$ cat config.mk
export PLATFORM = sky130hd
export DESIGN_NAME = fir_coef_ctrl
export DESIGN_NICKNAME = d
export VERILOG_FILES = /design/src/rtl/fir_coef_ctrl.sv
export SDC_FILE = /design/constraint.sdc
export NUM_CORES = 1
export LEC_CHECK = 0
export ABC_AREA = 1
export CORE_UTILIZATION = 45
export DETAILED_ROUTE_END_ITERATION = 16
export PLACE_DENSITY = 0.75
export SYNTH_ARGS = -nofsm -noshare
export SYNTH_HDL_FRONTEND = slang
export SYNTH_SLANG_ARGS = --single-unit
export TNS_END_PERCENT = 100
$ cat constraint.sdc
create_clock -name CLK -period 1.65 [get_ports CLK]
set_input_delay 0.165 -clock CLK [delete_from_list [all_inputs] [get_ports CLK]]
set_output_delay 0.165 -clock CLK [all_outputs]
set_load 0.03 [all_outputs]
$ cat src/rtl/fir_coef_ctrl.sv
// Coefficient-bank and sample-gating controller for an 8th-order FIR: shadow/active banks,
// drain-before-swap sequencing so no output ever mixes old and new coefficients.
module fir_coef_ctrl #(
    parameter int NB   = 11,
    parameter int NTAP = 9,
    parameter int CW   = 4
) (
    input  logic                   CLK,
    input  logic                   RST,
    input  logic                   WR_EN,
    input  logic [3:0]             WR_ADDR,
    input  logic signed [NB-1:0]   WR_DATA,
    input  logic                   COMMIT,
    input  logic signed [NB-1:0]   DIN_UP,
    input  logic                   VIN_UP,
    output logic                   READY,
    output logic signed [NB-1:0]   DIN,
    output logic                   VIN,
    input  logic                   VOUT_FIR,
    output logic [NTAP*NB-1:0]     H_ALL,
    output logic                   BUSY,
    output logic                   SWAP_DONE,
    output logic                   ERR
);

    typedef enum logic [1:0] {
        ST_RUN   = 2'd0,
        ST_DRAIN = 2'd1,
        ST_SWAP  = 2'd2
    } state_t;

    localparam logic [CW-1:0] CNT_MAX = '1;

    state_t                 state_reg;
    logic [CW-1:0]          count_reg;
    logic [CW-1:0]          count_next;
    logic                   count_err;
    logic                   pending_reg;
    logic signed [NB-1:0]   din_reg;
    logic                   vin_reg;
    logic                   swap_done_reg;
    logic                   err_reg;

    logic                   accept;
    logic                   addr_ok;
    logic                   wr_ok;
    logic                   wr_bad;
    logic                   do_swap;

    assign READY   = (state_reg == ST_RUN);
    assign BUSY    = (state_reg != ST_RUN);
    assign accept  = VIN_UP & READY;
    assign addr_ok = (WR_ADDR < 4'(NTAP));
    assign wr_ok   = WR_EN & addr_ok;
    assign wr_bad  = WR_EN & ~addr_ok;
    assign do_swap = (state_reg == ST_SWAP);

    assign DIN       = din_reg;
    assign VIN       = vin_reg;
    assign SWAP_DONE = swap_done_reg;
    assign ERR       = err_reg;

    // Outstanding-sample bookkeeping; overflow and underflow clamp and flag an error.
    always_comb begin
        count_next = count_reg;
        count_err  = 1'b0;
        if (accept && !VOUT_FIR) begin
            if (count_reg == CNT_MAX) begin
                count_err = 1'b1;
            end else begin
                count_next = count_reg + 1'b1;
            end
        end else if (!accept && VOUT_FIR) begin
            if (count_reg == '0) begin
                count_err = 1'b1;
            end else begin
                count_next = count_reg - 1'b1;
            end
        end
    end

    always_ff @(posedge CLK) begin
        if (RST) begin
            state_reg     <= ST_RUN;
            count_reg     <= '0;
            pending_reg   <= 1'b0;
            din_reg       <= '0;
            vin_reg       <= 1'b0;
            swap_done_reg <= 1'b0;
            err_reg       <= 1'b0;
        end else begin
            vin_reg       <= accept;
            count_reg     <= count_next;
            swap_done_reg <= 1'b0;
            if (accept) begin
                din_reg <= DIN_UP;
            end
            if (count_err || wr_bad) begin
                err_reg <= 1'b1;
            end

            case (state_reg)
                ST_RUN: begin
                    if (COMMIT) begin
                        state_reg <= ST_DRAIN;
                    end
                end
                ST_DRAIN: begin
                    if (COMMIT) begin
                        pending_reg <= 1'b1;
                    end
                    // Post-update count, so the last VOUT_FIR lets us leave immediately.
                    if (count_next == '0) begin
                        state_reg <= ST_SWAP;
                    end
                end
                ST_SWAP: begin
                    swap_done_reg <= 1'b1;
                    // A commit arriving in this very cycle merges into the pending one.
                    if (pending_reg || COMMIT) begin
                        pending_reg <= 1'b0;
                        state_reg   <= ST_DRAIN;
                    end else begin
                        state_reg   <= ST_RUN;
                    end
                end
                default: begin
                    state_reg <= ST_RUN;
                end
            endcase
        end
    end

    // Per-tap shadow/active pair; the active copy takes the pre-write shadow value.
    for (genvar gi = 0; gi < NTAP; gi++) begin : g_bank
        logic signed [NB-1:0] shadow_reg;
        logic signed [NB-1:0] active_reg;

        always_ff @(posedge CLK) begin
            if (RST) begin
                shadow_reg <= '0;
                active_reg <= '0;
            end else begin
                if (wr_ok && (WR_ADDR == 4'(gi))) begin
                    shadow_reg <= WR_DATA;
                end
                if (do_swap) begin
                    active_reg <= shadow_reg;
                end
            end
        end

        assign H_ALL[gi*NB +: NB] = active_reg;
    end

endmodule

==> results of run 1 <==
==> path summary, 6_finish.rpt <==
check / endpoint / depth (start not counted) / slack (ns)
max: state_reg[0]$_SDFFE_PP0P_ / 12 / 0.17
min reg2reg: g_bank[8].shadow_reg[7]$_SDFFE_PP0P_ / 2 / 0.46
min: pending_reg$_SDFFE_PP0P_ / 3 / 0.26
max reg2reg: state_reg[0]$_SDFFE_PP0P_ / 12 / 0.17
==> cells in the final DEF (no fill, tap or decap) <==
master	count
a21oi_1	14
a21oi_2	1
buf_12	5
buf_4	33
bufinv_16	1
clkbuf_1	5
clkbuf_16	23
clkbuf_2	2
clkbuf_8	4
clkdlybuf4s50_1	31
clkinv_2	7
clkinv_4	1
dfxtp_1	217
dfxtp_2	2
dlygate4sd2_1	113
ha_2	1
ha_4	1
inv_1	22
inv_2	5
inv_4	1
nand2_1	35
nand2_2	5
nand2_4	2
nand3_1	20
nand3_2	3
nand3b_1	1
nand4_1	2
nor2_1	415
nor2_2	2
nor2_4	2
nor2_8	1
o211ai_1	2
o21ai_0	195
o21ai_1	7
o221ai_1	1
xor2_1	1
==> stage by stage <==
step | std cells | hold WS, ns | power (W) | setup TNS (ns)
5_1_grt | 1408 | 0.2921 | 0.01324 | 0
2_1_floorplan | 1036 | 0.3303 | 0.007148 | 0
4_1_cts | 1408 | 0.2548 | 0.01277 | 0
3_3_place_gp | 1368 | 0.4493 | 0.008011 | 0
6_report | 1408 | 0.2615 | 0.01270 | 0
3_5_place_dp | 1368 | 0.4539 | 0.008038 | -0.02470
==> timing repair <==
| item | 4_1_cts | 5_1_grt |
|---|---|---|
| gates resized for setup | 116 | 14 |
| cloned | 0 | 0 |
| setup endpoints to repair | 116 | 4 |
==> final cells by class <==
type	instances	area share
multi-input cells	711	0.3030
repair buffers	184	0.1615
inverters	29	0.01097
clock buffers	32	0.06325
flip-flops and latches	219	0.4273
clock inverters	8	0.006702
well taps	225	0.02742
==> critical path: cells and delay by family, from the launching register on <==
family | cells | cell delay, ns
compound gates | 1 | 0.05
buf+inv | 1 | 0.04
flops | 1 | 0.37
simple gates | 10 | 0.94
==> power by group <==
group	internal (W)	switching [W]	total [W]
Clock	0.00290	0.00202	0.00492
Combinational	0.000656	0.00133	0.00199
Sequential	0.00561	0.000178	0.00579
==> synth_stat cells <==
library cell	number	share of area
nand4_1	2	0.0016
inv_2	2	0.00095
nand2_2	5	0.0040
clkbuf_1	52	0.025
nand3_2	1	0.0013
buf_2	15	0.0095
nand3b_1	1	0.00095
a21oi_2	1	0.0011
buf_1	10	0.0048
ha_1	2	0.0032
o21ai_1	6	0.0038
nor2_4	2	0.0029
o21ai_0	196	0.12
nand3_1	22	0.014
xor2_1	1	0.0011
dfxtp_1	219	0.56
a21oi_1	14	0.0089
nand2_1	35	0.017
nor2_2	2	0.0016
nand2_4	2	0.0029
inv_1	27	0.013
nor2_8	1	0.0025
o221ai_1	1	0.0011
nor2_1	415	0.20
o211ai_1	2	0.0019
==> routing by layer <==
layer / up-vias / global-route usage / share of wire
li1: 3566 / - / -
met1: 3208 / 0.3181 / 0.47
met2: 210 / 0.3647 / 0.45
met3: 37 / 0.03741 / 0.060
met4: 0 / 0.07241 / 0.022
met5: - / 0 / 0
==> kinds of logic (layout without fill, tap and decap cells) <==
group,count (synthesis),count (layout)
AO/OA/AOI/OAI,220,220
flip-flops,219,219
buffers and inverters,106,253
AND/OR/NAND/NOR,488,488
adder cells (fa/ha/maj),2,2
XOR/XNOR,1,1
==> results.json, run 1 <==
{
  "outcome": "completed",
  "cts-buffers-inserted": 23,
  "period_share": 0.8992,
  "finalInstanceArea_mm2": 0.01027,
  "synth_top_family_by_area": "simple AND/OR/NAND/NOR gates",
  "critPathMostFrequentCell": "nand2_2",
  "antennaDiodeCount": 0,
  "io_pins": 147,
  "synthMuxAreaShare": 0,
  "relSlewSlack": 0.5702,
  "h-tree-depth": 1,
  "finalNetCount": 1202,
  "critPathArrivalTime_ns": 1.87,
  "place_area_mm2": 0.009673,
  "post-route-min-period_ns": 1.484,
  "io_buffers": 146,
  "drc": 0,
  "cts_hold_buf": 0,
  "rsz0062_at_grt": "false",
  "clk_path_buf_depth": 3,
  "fin_util": 0.5978,
  "finClkSkew_ns": 0.007156,
  "worst_slack_ns": 0.1664,
  "grt_pass1_wl_mm": 33.33,
  "r2r_start": "state_reg[0]$_SDFFE_PP0P_",
  "drive_above_1_share": 0.08622,
  "drv_slew": 0,
  "core_area_mm2": 0.01718,
  "vias": 7021,
  "crit_path_start_kind": "flop",
  "firstDrtPassIters": 5,
  "end_kind": "flop",
  "synth-adder-area-share": 0.003173,
  "route.antenna.remaining_nets": 0,
  "seq_area_mm2": 0.004387,
  "synth_compound_area_frac": 0.1412,
  "maxCapViolations": 0,
  "syn_to_final_growth_pct": 30.19,
  "wl_mm": 20.60,
  "ys_ff_latch": 219,
  "synth_xor_area_frac": 0.001111,
  "dieArea_mm2": 0.01806,
  "power_density_mw_per_mm2": 1237,
  "antenna_found_initial": 0,
  "pre_cts_slack_ns": -0.02470,
  "worstMarginPinSlew_ns": 0.6427,
  "finalSetupViolations": 0,
  "synth_area_mm2": 0.007886,
  "root_buffer": "clkbuf_16",
  "drt_iter0_markers": 494,
  "routabilityCongestion": 0.8039,
  "hp-class": "input port to flop",
  "grtUsageTotal": 0.2294,
  "yosysWarnings": 0,
  "required_ns": 2.03,
  "cp_cell_sequence": "nor2_4 -> nand2_4 -> nor2_8 -> nand2_2 -> nand2_1 -> nand2_1 -> nand2_2 -> inv_2 -> nor2_2 -> nand2_2 -> nand2_2 -> a21oi_2",
  "via_per_inst": 4.987,
  "multi_input_area_mm2": 0.003110,
  "grt_max_degree": 75,
  "min_from": "COMMIT",
  "wire_per_inst_um": 14.63,
  "avgSynthCellArea_um2": 7.612,
  "die_y_um": 134.4,
  "synth_cells": 1036,
  "cts_setup_buffers": 0,
  "cp_slowest_cell": "dfxtp_1",
  "cts_tree": "done",
  "cp_max_fo": 7,
  "clock_latency_ns": 0.49,
  "p_leak_nw": 5.204,
  "hpwl_mm": 12.78,
  "crit_path_start": "state_reg[0]$_SDFFE_PP0P_",
  "synthSimpleGateAreaFrac": 0.2458,
  "grt_pass1_vias": 6503,
  "syn_nets": 1070,
  "hold_viol_final": 0,
  "initial_core_util": 0.4591,
  "fp-row-count": 48,
  "clkTransAtPathRegs_ns": 0.06,
  "die_width_um": 134.4,
  "ir_drop_mv": 0.7343,
  "slowest_delay_ns": 0.37,
  "fillers": 1591,
  "synth_cell_types": 25,
  "overflow": 0,
  "seq_area_frac_synth": 0.5559,
  "fmax_mhz": 674.0,
  "path_class": "flop to flop",
  "clock_sinks": 219
}
Power figures use the tool's default switching activity.
==> run 2, diff against run 1 <==
--- a/config.mk
+++ b/config.mk
@@ -8,6 +8,7 @@
 export ABC_AREA = 1
 export CORE_UTILIZATION = 45
 export DETAILED_ROUTE_END_ITERATION = 16
+export GPL_ROUTABILITY_DRIVEN = 1
 export PLACE_DENSITY = 0.75
 export SYNTH_ARGS = -nofsm -noshare
 export SYNTH_HDL_FRONTEND = slang
==> results of run 2 <==
No change in the layout: final DEF, timing and power equal those of run 1.
==> run 3, diff against run 2 <==
--- a/config.mk
+++ b/config.mk
@@ -6,10 +6,13 @@
 export NUM_CORES = 1
 export LEC_CHECK = 0
 export ABC_AREA = 1
-export CORE_UTILIZATION = 45
+export CELL_PAD_IN_SITES_DETAIL_PLACEMENT = 2
+export CELL_PAD_IN_SITES_GLOBAL_PLACEMENT = 2
+export CORE_UTILIZATION = 29
 export DETAILED_ROUTE_END_ITERATION = 16
 export GPL_ROUTABILITY_DRIVEN = 1
-export PLACE_DENSITY = 0.75
+export PLACE_DENSITY_LB_ADDON = 0.08
+export SETUP_SLACK_MARGIN = 0.2
 export SYNTH_ARGS = -nofsm -noshare
 export SYNTH_HDL_FRONTEND = slang
 export SYNTH_SLANG_ARGS = --single-unit
==> run 3 against run 2 <==
Compared with the run above: sequential share of layout area shrank 1.7 points; first-iteration DRC count shrank 44%; cell count grew 8.8%; maximum frequency shrank 3.9%; largest power group unchanged; flip-flop and latch count is the same; clock skew grew 0.0048 ns; hold slack lost 0.029 ns; global-route usage shrank 3.5 points.
==> results.json, run 3 (synthesis results as in run 1) <==
{
  "outcome": "completed",
  "period_share": 0.9352,
  "path_class": "flop to flop",
  "wl_mm": 26.97,
  "rsz0062_at_grt": "true",
  "cts_tree": "done",
  "r2r_slack_ns": 0.11,
  "grtUsageTotal": 0.1940,
  "seqPwrFrac": 0.425,
  "drive_above_1_share": 0.1404,
  "hold_viol_final": 0,
  "h-tree-depth": 1,
  "grt_pass1_vias": 7786,
  "ir_drop_mv": 0.5481,
  "core_area_mm2": 0.02635,
  "cts_hold_buf": 0,
  "routabilityCongestion": 0.7738,
  "p_clk_frac": 0.411,
  "finalInstanceArea_mm2": 0.01071,
  "place_inst": 1478,
  "grt_max_degree": 74,
  "wire_per_inst_um": 17.60,
  "finClkSkew_ns": 0.01196,
  "worstMarginPinSlew_ns": 0.3788,
  "required_ns": 2.06,
  "route.antenna.remaining_nets": 0,
  "cts-buffers-inserted": 26,
  "power_density_mw_per_mm2": 1277,
  "cp_max_fo": 7,
  "overflow": 0,
  "relSlewSlack": 0.7472,
  "finalSetupViolations": 0,
  "r2r-end": "state_reg[0]$_SDFFE_PP0P_",
  "intPower_w": 0.009806,
  "sw_frac_of_total": 0.2826,
  "fmax_mhz": 648.1,
  "die_y_um": 166.9,
  "post-route-min-period_ns": 1.543,
  "drv_slew": 0,
  "io_pins": 147,
  "via_per_inst": 4.760,
  "hp-class": "input port to flop",
  "final_common_cell": "nor2_1",
  "clock_sinks": 219,
  "whs_ns": 0.2327,
  "cp-endpoint": "state_reg[0]$_SDFFE_PP0P_",
  "p_leak_nw": 4.942,
  "clk_path_buf_depth": 3,
  "combinationalPowerShare": 0.164,
  "p_sw_w": 0.003863,
  "dieArea_mm2": 0.02786,
  "fin_cells": 1532,
  "fp-row-count": 59,
  "die_width_um": 166.9,
  "drc": 0,
  "critPathArrivalTime_ns": 1.95,
  "antenna_found_initial": 0,
  "place_area_mm2": 0.009823,
  "crit_path_start": "state_reg[0]$_SDFFE_PP0P_",
  "drt_iter0_markers": 276,
  "io_buffers": 146,
  "p_total_w": 0.01367,
  "hpwl_mm": 16.70,
  "finalNetCount": 1213,
  "r2r_start": "state_reg[0]$_SDFFE_PP0P_",
  "syn_to_final_growth_pct": 35.78,
  "clkTransAtPathRegs_ns": 0.06,
  "antennaDiodeCount": 0,
  "crit_path_start_kind": "flop",
  "vias": 7293,
  "reg2reg_depth": 13,
  "firstDrtPassIters": 4,
  "initial_core_util": 0.2992,
  "final_cell_mix": "nor2_1 (412), dfxtp_1 (215), o21ai_0 (195), clkdlybuf4s15_1 (52), buf_4 (35)",
  "root_buffer": "clkbuf_16",
  "clock_latency_ns": 0.53,
  "final.setup.tns_ns": 0,
  "grt_pass1_wl_mm": 43.10,
  "maxCapViolations": 0,
  "end_kind": "flop"
}
## run 3: worst max-delay path, stage by stage (launching register included)
cell and delay, ns:
dfxtp_4 0.35, nor2_4 0.14, buf_6 0.14, nand2_8 0.08
nor2_8 0.13, nand2_2 0.08, nand2_2 0.07, nand2_2 0.05
nand2_2 0.07, inv_2 0.04, nor2_2 0.09, nand2_2 0.09
nand2_2 0.07, a21oi_2 0.04
## run 3: cell type report
cell class / instances / area (um^2)
clock buffers: 42 / 792.0
clock inverters: 4 / 45.04
fillers: 3031 / 15650
inverters: 29 / 116.4
multi-input cells: 711 / 3142
flip-flops and latches: 219 / 4392
well taps: 335 / 419.2
repair buffers: 191 / 1794
repair inverters: 1 / 7.507
## run 3: how the worst min path moves through the flow
| stage | start | to | slack (ns) | depth (start not counted) |
|---|---|---|---|---|
| after floorplan | COMMIT | pending_reg$_SDFFE_PP0P_ | 0.33 | 2 |
| after global placement | g_bank[8].shadow_reg[2]$_SDFFE_PP0P_ | g_bank[8].shadow_reg[2]$_SDFFE_PP0P_ | 0.45 | 2 |
| after detailed placement | g_bank[8].shadow_reg[9]$_SDFFE_PP0P_ | g_bank[8].shadow_reg[9]$_SDFFE_PP0P_ | 0.45 | 2 |
| after CTS | COMMIT | pending_reg$_SDFFE_PP0P_ | 0.22 | 3 |
| after global routing | COMMIT | pending_reg$_SDFFE_PP0P_ | 0.25 | 3 |
| final | COMMIT | pending_reg$_SDFFE_PP0P_ | 0.23 | 3 |
## run 3: layer usage
metal  routed length (um)  up-vias  track usage
li1                     -     3586            -
met1                12570     3543       0.2501
met2                12950      139       0.3385
met3                 1095       25      0.02994
met4                  353        0      0.04469
met5                    0        -            0
## run 3: timing repair
item,4_1_cts,5_1_grt
gates resized for setup,223,79
setup buffers,4,3
cloned,1,0
pin swaps,2,2
hold endpoints to repair,0,0
setup endpoints to repair,130,101
## run 3: metrics by stage
stage	utilization	setup WS [ns]
6_report	0.4063	0.1069
3_3_place_gp	0.3727	-0.04198
5_1_grt	0.4063	0.0005198
2_1_floorplan	-	0.1489
3_5_place_dp	0.3727	-0.06128
4_1_cts	0.4064	0.03109
## run 3: power groups by stage
stage | sequential [W] | clock (W) | combinational, W
after floorplan | 0.00634 | 0 | 0.000806
after CTS | 0.00581 | 0.00583 | 0.00221
after detailed placement | 0.00592 | 0 | 0.00225
after global routing | 0.00584 | 0.00603 | 0.00244
final | 0.00580 | 0.00562 | 0.00224
after global placement | 0.00591 | 0 | 0.00222
